$ cat src/rtl/display_pkg.sv
// Shared constants, FSM state type and sizing helper for the 7-segment display converter.
// Segment bit order is gfedcba, active-high.
package display_pkg;

    localparam logic [6:0] SEG_GLYPH [0:9] = '{
        7'b0111111, 7'b0000110, 7'b1011011, 7'b1001111, 7'b1100110,
        7'b1101101, 7'b1111101, 7'b0000111, 7'b1111111, 7'b1101111
    };
    localparam logic [6:0] SEG_DASH  = 7'b1000000;
    localparam logic [6:0] SEG_BLANK = 7'b0000000;

    typedef enum logic [1:0] {
        IDLE,
        SHIFT,
        ENCODE
    } state_t;

    // Each BCD digit absorbs a bit more than three binary bits, so ceil(w/3) digits always suffice.
    function automatic int bcd_digits(input int in_w);
        return (in_w + 2) / 3;
    endfunction

endpackage

$ cat src/rtl/seg7_encode.sv
// Combinational BCD digit to 7-segment glyph. Codes above 9 and an asserted blank both
// produce an unlit digit.
module seg7_encode
    import display_pkg::*;
(
    input  logic [3:0] digit,
    input  logic       blank,
    output logic [6:0] seg
);

    always_comb begin
        seg = SEG_BLANK;
        if (!blank && (digit <= 4'd9)) begin
            seg = SEG_GLYPH[digit];
        end
    end

endmodule

$ cat src/rtl/bin_to_7seg_display.sv
// Sequential double-dabble binary to N_DIGITS 7-segment converter, one input bit per cycle.
// Optional macro LEADING_ZERO_BLANK_EN blanks digits above the most significant nonzero one.
//
// Handshake: start is accepted on a rising edge only while busy=0 (FSM in IDLE); value_in is
// sampled on that edge. busy stays high until the ENCODE edge, where seg/overflow are loaded and
// done pulses for exactly one cycle. start during that done cycle is accepted.
module bin_to_7seg_display
    import display_pkg::*;
#(
    parameter int IN_W     = 8,
    parameter int N_DIGITS = 2
) (
    input  logic                  clk,
    input  logic                  rst,
    input  logic [IN_W-1:0]       value_in,
    input  logic                  start,
    output logic                  busy,
    output logic                  done,
    output logic [7*N_DIGITS-1:0] seg,
    output logic                  overflow
);

    localparam int BCD_D = bcd_digits(IN_W);
    localparam int PAD_D = (N_DIGITS > BCD_D) ? N_DIGITS : BCD_D;
    localparam int CNT_W = $clog2(IN_W + 1);

    state_t                  state;
    state_t                  state_nxt;
    logic [IN_W-1:0]         bin;
    logic [4*BCD_D-1:0]      bcd;
    logic [4*BCD_D-1:0]      bcd_adj;
    logic [CNT_W-1:0]        cnt;
    logic [4*PAD_D-1:0]      bcd_pad;
    logic [N_DIGITS-1:0]     blank;
    logic                    ovf_nxt;
    logic [7*N_DIGITS-1:0]   seg_nxt;

    always_ff @(posedge clk) begin
        if (rst) begin
            state <= IDLE;
        end else begin
            state <= state_nxt;
        end
    end

    always_comb begin
        state_nxt = state;
        case (state)
            IDLE:    if (start) state_nxt = SHIFT;
            SHIFT:   if (cnt == CNT_W'(1)) state_nxt = ENCODE;
            ENCODE:  state_nxt = IDLE;
            default: state_nxt = IDLE;
        endcase
    end

    // Add-3 correction applied before each shift so a digit >= 5 carries into the next digit.
    always_comb begin
        bcd_adj = bcd;
        for (int d = 0; d < BCD_D; d++) begin
            if (bcd[4*d +: 4] >= 4'd5) begin
                bcd_adj[4*d +: 4] = bcd[4*d +: 4] + 4'd3;
            end
        end
    end

    always_ff @(posedge clk) begin
        if (rst) begin
            bin      <= '0;
            bcd      <= '0;
            cnt      <= '0;
            busy     <= 1'b0;
            done     <= 1'b0;
            seg      <= '0;
            overflow <= 1'b0;
        end else begin
            done <= 1'b0;
            case (state)
                IDLE: begin
                    if (start) begin
                        bin  <= value_in;
                        bcd  <= '0;
                        cnt  <= CNT_W'(IN_W);
                        busy <= 1'b1;
                    end
                end
                SHIFT: begin
                    {bcd, bin} <= {bcd_adj, bin} << 1;
                    cnt        <= cnt - CNT_W'(1);
                end
                ENCODE: begin
                    seg      <= seg_nxt;
                    overflow <= ovf_nxt;
                    done     <= 1'b1;
                    busy     <= 1'b0;
                end
                default: ;
            endcase
        end
    end

    // Padding lets N_DIGITS exceed the BCD register; the extra digits read as zero.
    assign bcd_pad = (4*PAD_D)'(bcd);

`ifdef LEADING_ZERO_BLANK_EN
    logic lead;
`endif

    always_comb begin
        ovf_nxt = 1'b0;
        for (int k = N_DIGITS; k < PAD_D; k++) begin
            ovf_nxt = ovf_nxt | (bcd_pad[4*k +: 4] != 4'd0);
        end
        blank = '0;
`ifdef LEADING_ZERO_BLANK_EN
        lead = 1'b1;
        for (int k = N_DIGITS - 1; k > 0; k--) begin
            lead     = lead & (bcd_pad[4*k +: 4] == 4'd0);
            blank[k] = lead;
        end
`endif
    end

    for (genvar k = 0; k < N_DIGITS; k++) begin : g_digit
        logic [6:0] glyph;

        seg7_encode u_enc (
            .digit (bcd_pad[4*k +: 4]),
            .blank (blank[k]),
            .seg   (glyph)
        );

        assign seg_nxt[7*k +: 7] = ovf_nxt ? SEG_DASH : glyph;
    end

endmodule
$ cat config.mk
export PLATFORM = sky130hd
export DESIGN_NAME = bin_to_7seg_display
export DESIGN_NICKNAME = d
export VERILOG_FILES = /design/src/rtl/display_pkg.sv /design/src/rtl/seg7_encode.sv /design/src/rtl/bin_to_7seg_display.sv
export SDC_FILE = /design/constraint.sdc
export NUM_CORES = 1
export LEC_CHECK = 0
export BUFFER_PORTS_ARGS = -buffer_cell sky130_fd_sc_hd__buf_2
export CAP_MARGIN = 10
export CORE_ASPECT_RATIO = 0.8
export CORE_MARGIN = 5
export CORE_UTILIZATION = 60
export CTS_BUF_LIST = sky130_fd_sc_hd__clkbuf_4
export DETAILED_ROUTE_END_ITERATION = 8
export PLACE_DENSITY_LB_ADDON = 0.08
export SLEW_MARGIN = 40
export SYNTH_ARGS = -nofsm -noshare
export SYNTH_HDL_FRONTEND = slang
export SYNTH_HIERARCHICAL = 1
export SYNTH_SLANG_ARGS = --single-unit
$ cat constraint.sdc
create_clock -name clk -period 1.6 [get_ports clk]
set_input_delay 0.08 -clock clk [delete_from_list [all_inputs] [get_ports clk]]
set_output_delay 0.08 -clock clk [all_outputs]
set_load 0.02 [all_outputs]
# Word level (Yosys, flattened, before mapping)
# Memory sizes are Yosys's and may differ from the RTL's.
# Cells that the tools add are included.
[op_classes] n_reduce_logical=7 n_mux=23 bitwise=2 n_eq_ne=5 addsub=4 n_lt_le_gt_ge=7
[ops] cell="2-to-1 mux 7 bit" count=8
[ops] cell="one-hot mux 12 bit (2 select lines)" count=1
[ops] cell="one-hot mux 8 bit (2 select lines)" count=1
[ops] cell=">= comparator 4 x 3 -> 1 bit, second input constant" count=3
[ops] cell="2-to-1 mux 12 bit" count=1
[ops] cell="2-to-1 mux 4 bit" count=3
[ops] cell=">= comparator 5 bit, second input constant" count=2
[ops] cell="NOT 4 -> 5 bit" count=2
[ops] cell="adder 4 x 2 -> 4 bit, second input constant" count=2
[ops] cell="less-or-equal comparator 4 bit, second input constant" count=2
[ops] cell="2-to-1 mux 8 bit" count=1
[ops] cell="one-hot mux 4 bit (2 select lines)" count=1
[ops] cell="AND reduction 2 bit" count=3
[ops] cell="equality test 4 x 1 -> 1 bit, second input constant" count=1
[ops] cell="2-to-1 mux 2 bit" count=2
[ops] cell="!= test 2 bit, second input constant" count=2
[ops] cell="one-hot mux 2 bit (2 select lines)" count=1
[ops] cell="nonzero test 2 bit" count=2
[ops] cell="nonzero test 4 bit" count=1
[ops] cell="subtractor 4 x 1 -> 4 bit, second input constant" count=1
[ops] cell="adder 3 x 2 -> 3 bit, second input constant" count=1
[ops] cell="2-to-1 mux 3 bit" count=1
[ops] cell="equality test 2 x 1 -> 1 bit, second input constant" count=1
[ops] cell="equality test 2 bit, second input constant" count=1
[ops] cell="3 further kinds" count=4
[word_totals] wordCells=58 n_memories=2 input_bits=11 mem_bits_ro=224 reg_bits=43 out_inout_bits=17
[mem_list] name="(name not given)" words=16 word_bits=7 rd=1 rd_ports_with_merged_regs=0 write_ports=0 line="seg7_encode.sv:14" rtl="seg = SEG_GLYPH[digit];"
[mem_list] name="(name not given)" words=16 word_bits=7 rd=1 rd_ports_with_merged_regs=0 write_ports=0 line="seg7_encode.sv:14"

# Logic depth before layout (Yosys ltp)
[depth] ltp_word=6 mapped_depth=7 mapped_depth_nobuf=7

# Modules after synthesis
# Netlist, hierarchy kept.
[modules_own_cells] mod="bin_to_7seg_display" cells_each=206 instances=1 area_per_inst_um2=1890.6 seq_area_each_um2=860.8
[modules_own_cells] mod="seg7_encode" cells_each=31 instances=2 area_per_inst_um2=230.2 seq_area_each_um2=0.0

# Worst setup path before layout
# No wires, ideal clock.
[synth_path] path_type="register to register" startpoint="register bcd[0]" endpoint="register seg[0]" t_arrival_ns=1.355 t_required_ns=1.472 path_stages_with_launch=8 slack_ns=0.117 path_buffers=0 setup_ns=0.128 period_less_slack_ns=1.483 path_cell_list="dfxtp_1 inv_1 ha_1 nor2_1 a21oi_1 and3_1 a22oi_1 nor2_1"
[synth_between] elab_chain_cells=6 word_cells_on_any_way=7 cone_classes="1 x order compare; 4 x mux; 1 x bitwise; 1 x memory"
[synth_rtl] element="start, declared" line="bin_to_7seg_display.sv:30" rtl="logic [4*BCD_D-1:0] bcd;"
[synth_rtl] element="start signal, assigned" line="bin_to_7seg_display.sv:87" rtl="{bcd, bin} <= {bcd_adj, bin} << 1;"
[synth_rtl] element="NOT 4 -> 5 bit (not written as such)" line="seg7_encode.sv:14"
[synth_rtl] element="memory (16 x 7 bit)"
[synth_rtl] element="2-to-1 mux 7 bit (not written as such) (2 in a row)" line="seg7_encode.sv:14"
[synth_rtl] element="2-to-1 mux 7 bit (*)" line="seg7_encode.sv:13" rtl="if (!blank && (digit <= 4'd9)) begin"
[synth_rtl] element="named net g_digit[0].glyph[0]" line="bin_to_7seg_display.sv:124" rtl="logic [6:0] glyph;"
[synth_rtl] element="2-to-1 mux 7 bit (*)" line="bin_to_7seg_display.sv:132" rtl="assign seg_nxt[7*k +: 7] = ovf_nxt ? SEG_DASH : glyph;"
[synth_rtl] element="end signal, assigned" line="bin_to_7seg_display.sv:91" rtl="seg <= seg_nxt;"
[synth_rtl] element="end, declared" line="bin_to_7seg_display.sv:19" rtl="output logic [7*N_DIGITS-1:0] seg,"
# Mark *: on every way through the listed nets, which the timed path passes. The rest lies on a longest branch. The select of a mux whose other input is x is not followed.
# A chain may end at the register's enable or synchronous reset.

# Worst setup path after layout
[layout_path] startpoint="register bcd[0]" endpoint="register seg[6]"
# Same word-level chain as after synthesis.

==> run_results.csv <==
group,metric,value,unit
timing,worst_pin_slew,645,ps
power_and_ir_drop,internal_power,1370,µW
die,start_util,61.8,%
synth,syn_area_per_cell,8.77,µm²
global_routing,grt_max_degree,25,
timing,max_freq,0.639,GHz
timing,setup_viol,0,
synth,netlist_instances,268,
synth,ys_types,34,
routing,first_iter_violations,83,
routing,routed_via_density,5.23,
clock_network,cts.clk_slew.worst_paths,120,ps
synth,synth_area_leaders,"dfxtp_1 37%, ha_1 10%, nor2_1 7.0%, a21oi_1 4.9%, a22oi_2 4.8%",
critical_path,cpLargestDelayFamily,"compound AO/OA/AOI/OAI gates",
finish,diodes,0,
routing,drc_errors,0,
global_routing,gr-usage-all-layers,20.3,%
clock_network,clkLatencyLatePin,350,ps
critical_path,path_common_cell,"inv_1",
timing,rsz0062_at_grt,"yes",
routing,post_drt_wl_per_cell,13.6,µm
timing,drv_slew,0,
routing,wl_met3,198,µm
routing,via_count,1910,
clock_network,numCtsBuffers,5,
clock_network,htreeDepth,2,
critical_path,crit_chain,"inv_1, ha_2, o21bai_4, a21o_4, a21oi_1, inv_1, a211oi_1",
min_path,min_path_type,"input pin to flop",
placed_design,hpwl,3.39,mm
synth,synth_top_cell_area_share,36.6,%
timing,relSlewSlack,56.8,%
placed_design,globalplace.congestion,0.787,
power_and_ir_drop,p_comb_share,13.5,%
power_and_ir_drop,vdd_drop_max,0.000699,V
placed_design,io_buffers,27,
synth,syn-cell-area,2350,µm²
power_and_ir_drop,leakage,0.00114,µW
synth,yosys_register_bits,43,
power_and_ir_drop,power.switching,515,µW
synth,yosysWarningCount,6,
global_routing,antenna_found_initial,0,
status,status,"finished clean",
finish,fin_nets,340,
timing,holdWs,60.7,ps
synth,yosysSeqAreaShare,36.6,%
timing,hold_viol,0,
critical_path,critPathBufInv,2,
finish,final_common_cell,"nor2_1",
timing,fin_skew,7.28,ps
power_and_ir_drop,p_per_area,693,nW/µm²
routing,wl_met2,2.26,mm
routing,highest_layer,"met4",
critical_path,cp-end-kind,"flop",
die,die_area,5280,µm²
clock_network,cts_max_path_buffers,2,
routing,drt_wl_total,4.95,mm
global_routing,overflow,0,
die,die_h,66.0,µm
power_and_ir_drop,pwr-share-seq,60.2,%
routing,dr.pass1.iters,4,
die,io_pins,28,
critical_path,slowest_delay,380,ps
finish,drive_gt1_share,23.2,%
die,core,3800,µm²
critical_path,cp_max_fo,6,
clock_network,post_cts_buffers,0,
timing,fin_crit_sh,97.8,%
die,row_count,20,
global_routing,grt_pass1_vias,1827,
finish,final_cell_mix,"44 x nor2_1, 41 x dfxtp_1, 27 x buf_2, 21 x inv_1, 21 x a21oi_1",
critical_path,cp_data_required_time,1870,ps
finish,stdcell_area,2730,µm²
routing,met1_length,2.44,mm
synth,synth.largest_area_cell,"dfxtp_1",
critical_path,worst-setup-path-type,"flop to flop",
finish,syn_to_final_growth,15.9,%
placed_design,placed_area,2590,µm²
critical_path,critPathLaunchType,"flop",
timing,post-route-min-period,1560,ps
job,drv_cap,0,
clock_network,ctsRootBufferMaster,"clkbuf_4",
global_routing,grt_pass1_wl,8.36,mm
die,dieWidth,80.0,µm
routing,ant_nets,0,
critical_path,cp.arrival,1840,ps
clock_network,cts.sinks,43,
power_and_ir_drop,switching_share,27.2,%
critical_path,cp_slowest_cell,"dfxtp_1",
power_and_ir_drop,power_frac_clock,26.3,%
clock_network,cts_tree,"done",
[Yosys cell counts (all sizes together)]
library cell / count
nand2: 16
a22oi: 13
and3: 3
nor3: 6
a31oi: 2
a211oi: 3
nor2b: 1
a221oi: 2
a311oi: 8
xor2: 2
a21oi: 23
conb: 1
nor4bb: 1
xnor2: 3
or2: 1
buf: 7
dfxtp: 43
o21bai: 2
mux2i: 5
nand3: 3
nor4b: 1
a21o: 2
clkbuf: 7
a22o: 8
nor2: 45
o21ai: 9
nand2b: 9
nand3b: 2
ha: 19
inv: 21
[layer usage]
layer | vias to the layer above | GRT usage (%)
met2 | 28 | 31.7
met5 | - | 0
met3 | 6 | 4.90
met4 | 0 | 7.59
li1 | 1004 | -
met1 | 872 | 27.0
[power by group through the flow]
stage	logic [µW]	registers, µW	clock network [µW]
global placement	233	1160	0
global route	289	1140	556
CTS	252	1140	524
finish	254	1140	497
detailed placement	239	1160	0
floorplan	163	1160	0
[worst paths after layout]
path | slack (ps) | to | depth (start not counted) | start
hold / removal | 60 | seg[1]$_SDFFE_PP0P_ | 2 | rst
setup / recovery | 40 | seg[6]$_SDFFE_PP0P_ | 7 | bcd[0]$_SDFFE_PP0P_
setup reg to reg | 40 | seg[6]$_SDFFE_PP0P_ | 7 | bcd[0]$_SDFFE_PP0P_
hold reg to reg | 480 | bin[2]$_SDFFE_PP0P_ | 2 | bin[1]$_SDFFE_PP0P_
[layout make-up]
class | count | area [µm²]
fill | 314 | 1080
clock buffer | 5 | 37.5
sequential | 43 | 863
clock inverter | 2 | 8.76
tap | 55 | 68.8
multi-input combinational | 193 | 1360
timing repair buffer | 46 | 308
inverter | 21 | 78.8
[flip-flops by register name, summed over array words and instances, names as in the netlist]
register	cells
seg	14
bcd	12
bin	8
cnt	4
state	2
busy	1
done	1
overflow	1
[per-stage QoR]
step	cells	total power, µW	TNS, ps	setup slack (ps)	util, %
detailed placement	351	1400	-15.4	-15.4	68.1
CTS	365	1910	0	13.7	71.2
finish	365	1890	0	35.9	71.6
floorplan	271	1320	0	117	-
global route	365	1990	-40.4	-40.4	71.6
global placement	351	1390	0	79.9	68.1
[cells by family after synthesis]
| kind of cell | Yosys count | share of synthesized area, % |
|---|---|---|
| multiplexers | 5 | 2.13 |
| AND/OR/NAND/NOR | 88 | 17.9 |
| AO/OA/AOI/OAI | 72 | 24.5 |
| XOR/XNOR | 5 | 1.86 |
| buffers and inverters | 35 | 6.76 |
| flip-flops | 43 | 36.6 |
| adder cells (fa/ha/maj) | 19 | 10.1 |
| other | 1 | 0.160 |
[timing repair]
item | in CTS | in global routing
endpoints found under the hold margin | 7 | 0
hold buffers | 7 | 0
gates resized for setup | 1 | 7
endpoints found under the setup margin | 2 | 16
cloned | 0 | 0
[worst reg2reg max path, delay by kind of cell, from the launching register on]
kind / cells / cell delay (ps)
AO/OA/AOI/OAI: 4 / 670
adder cells (fa/ha/maj): 1 / 240
buffers and inverters: 2 / 200
flip-flops: 1 / 380
Note: power is estimated with default switching activity, not from simulation.
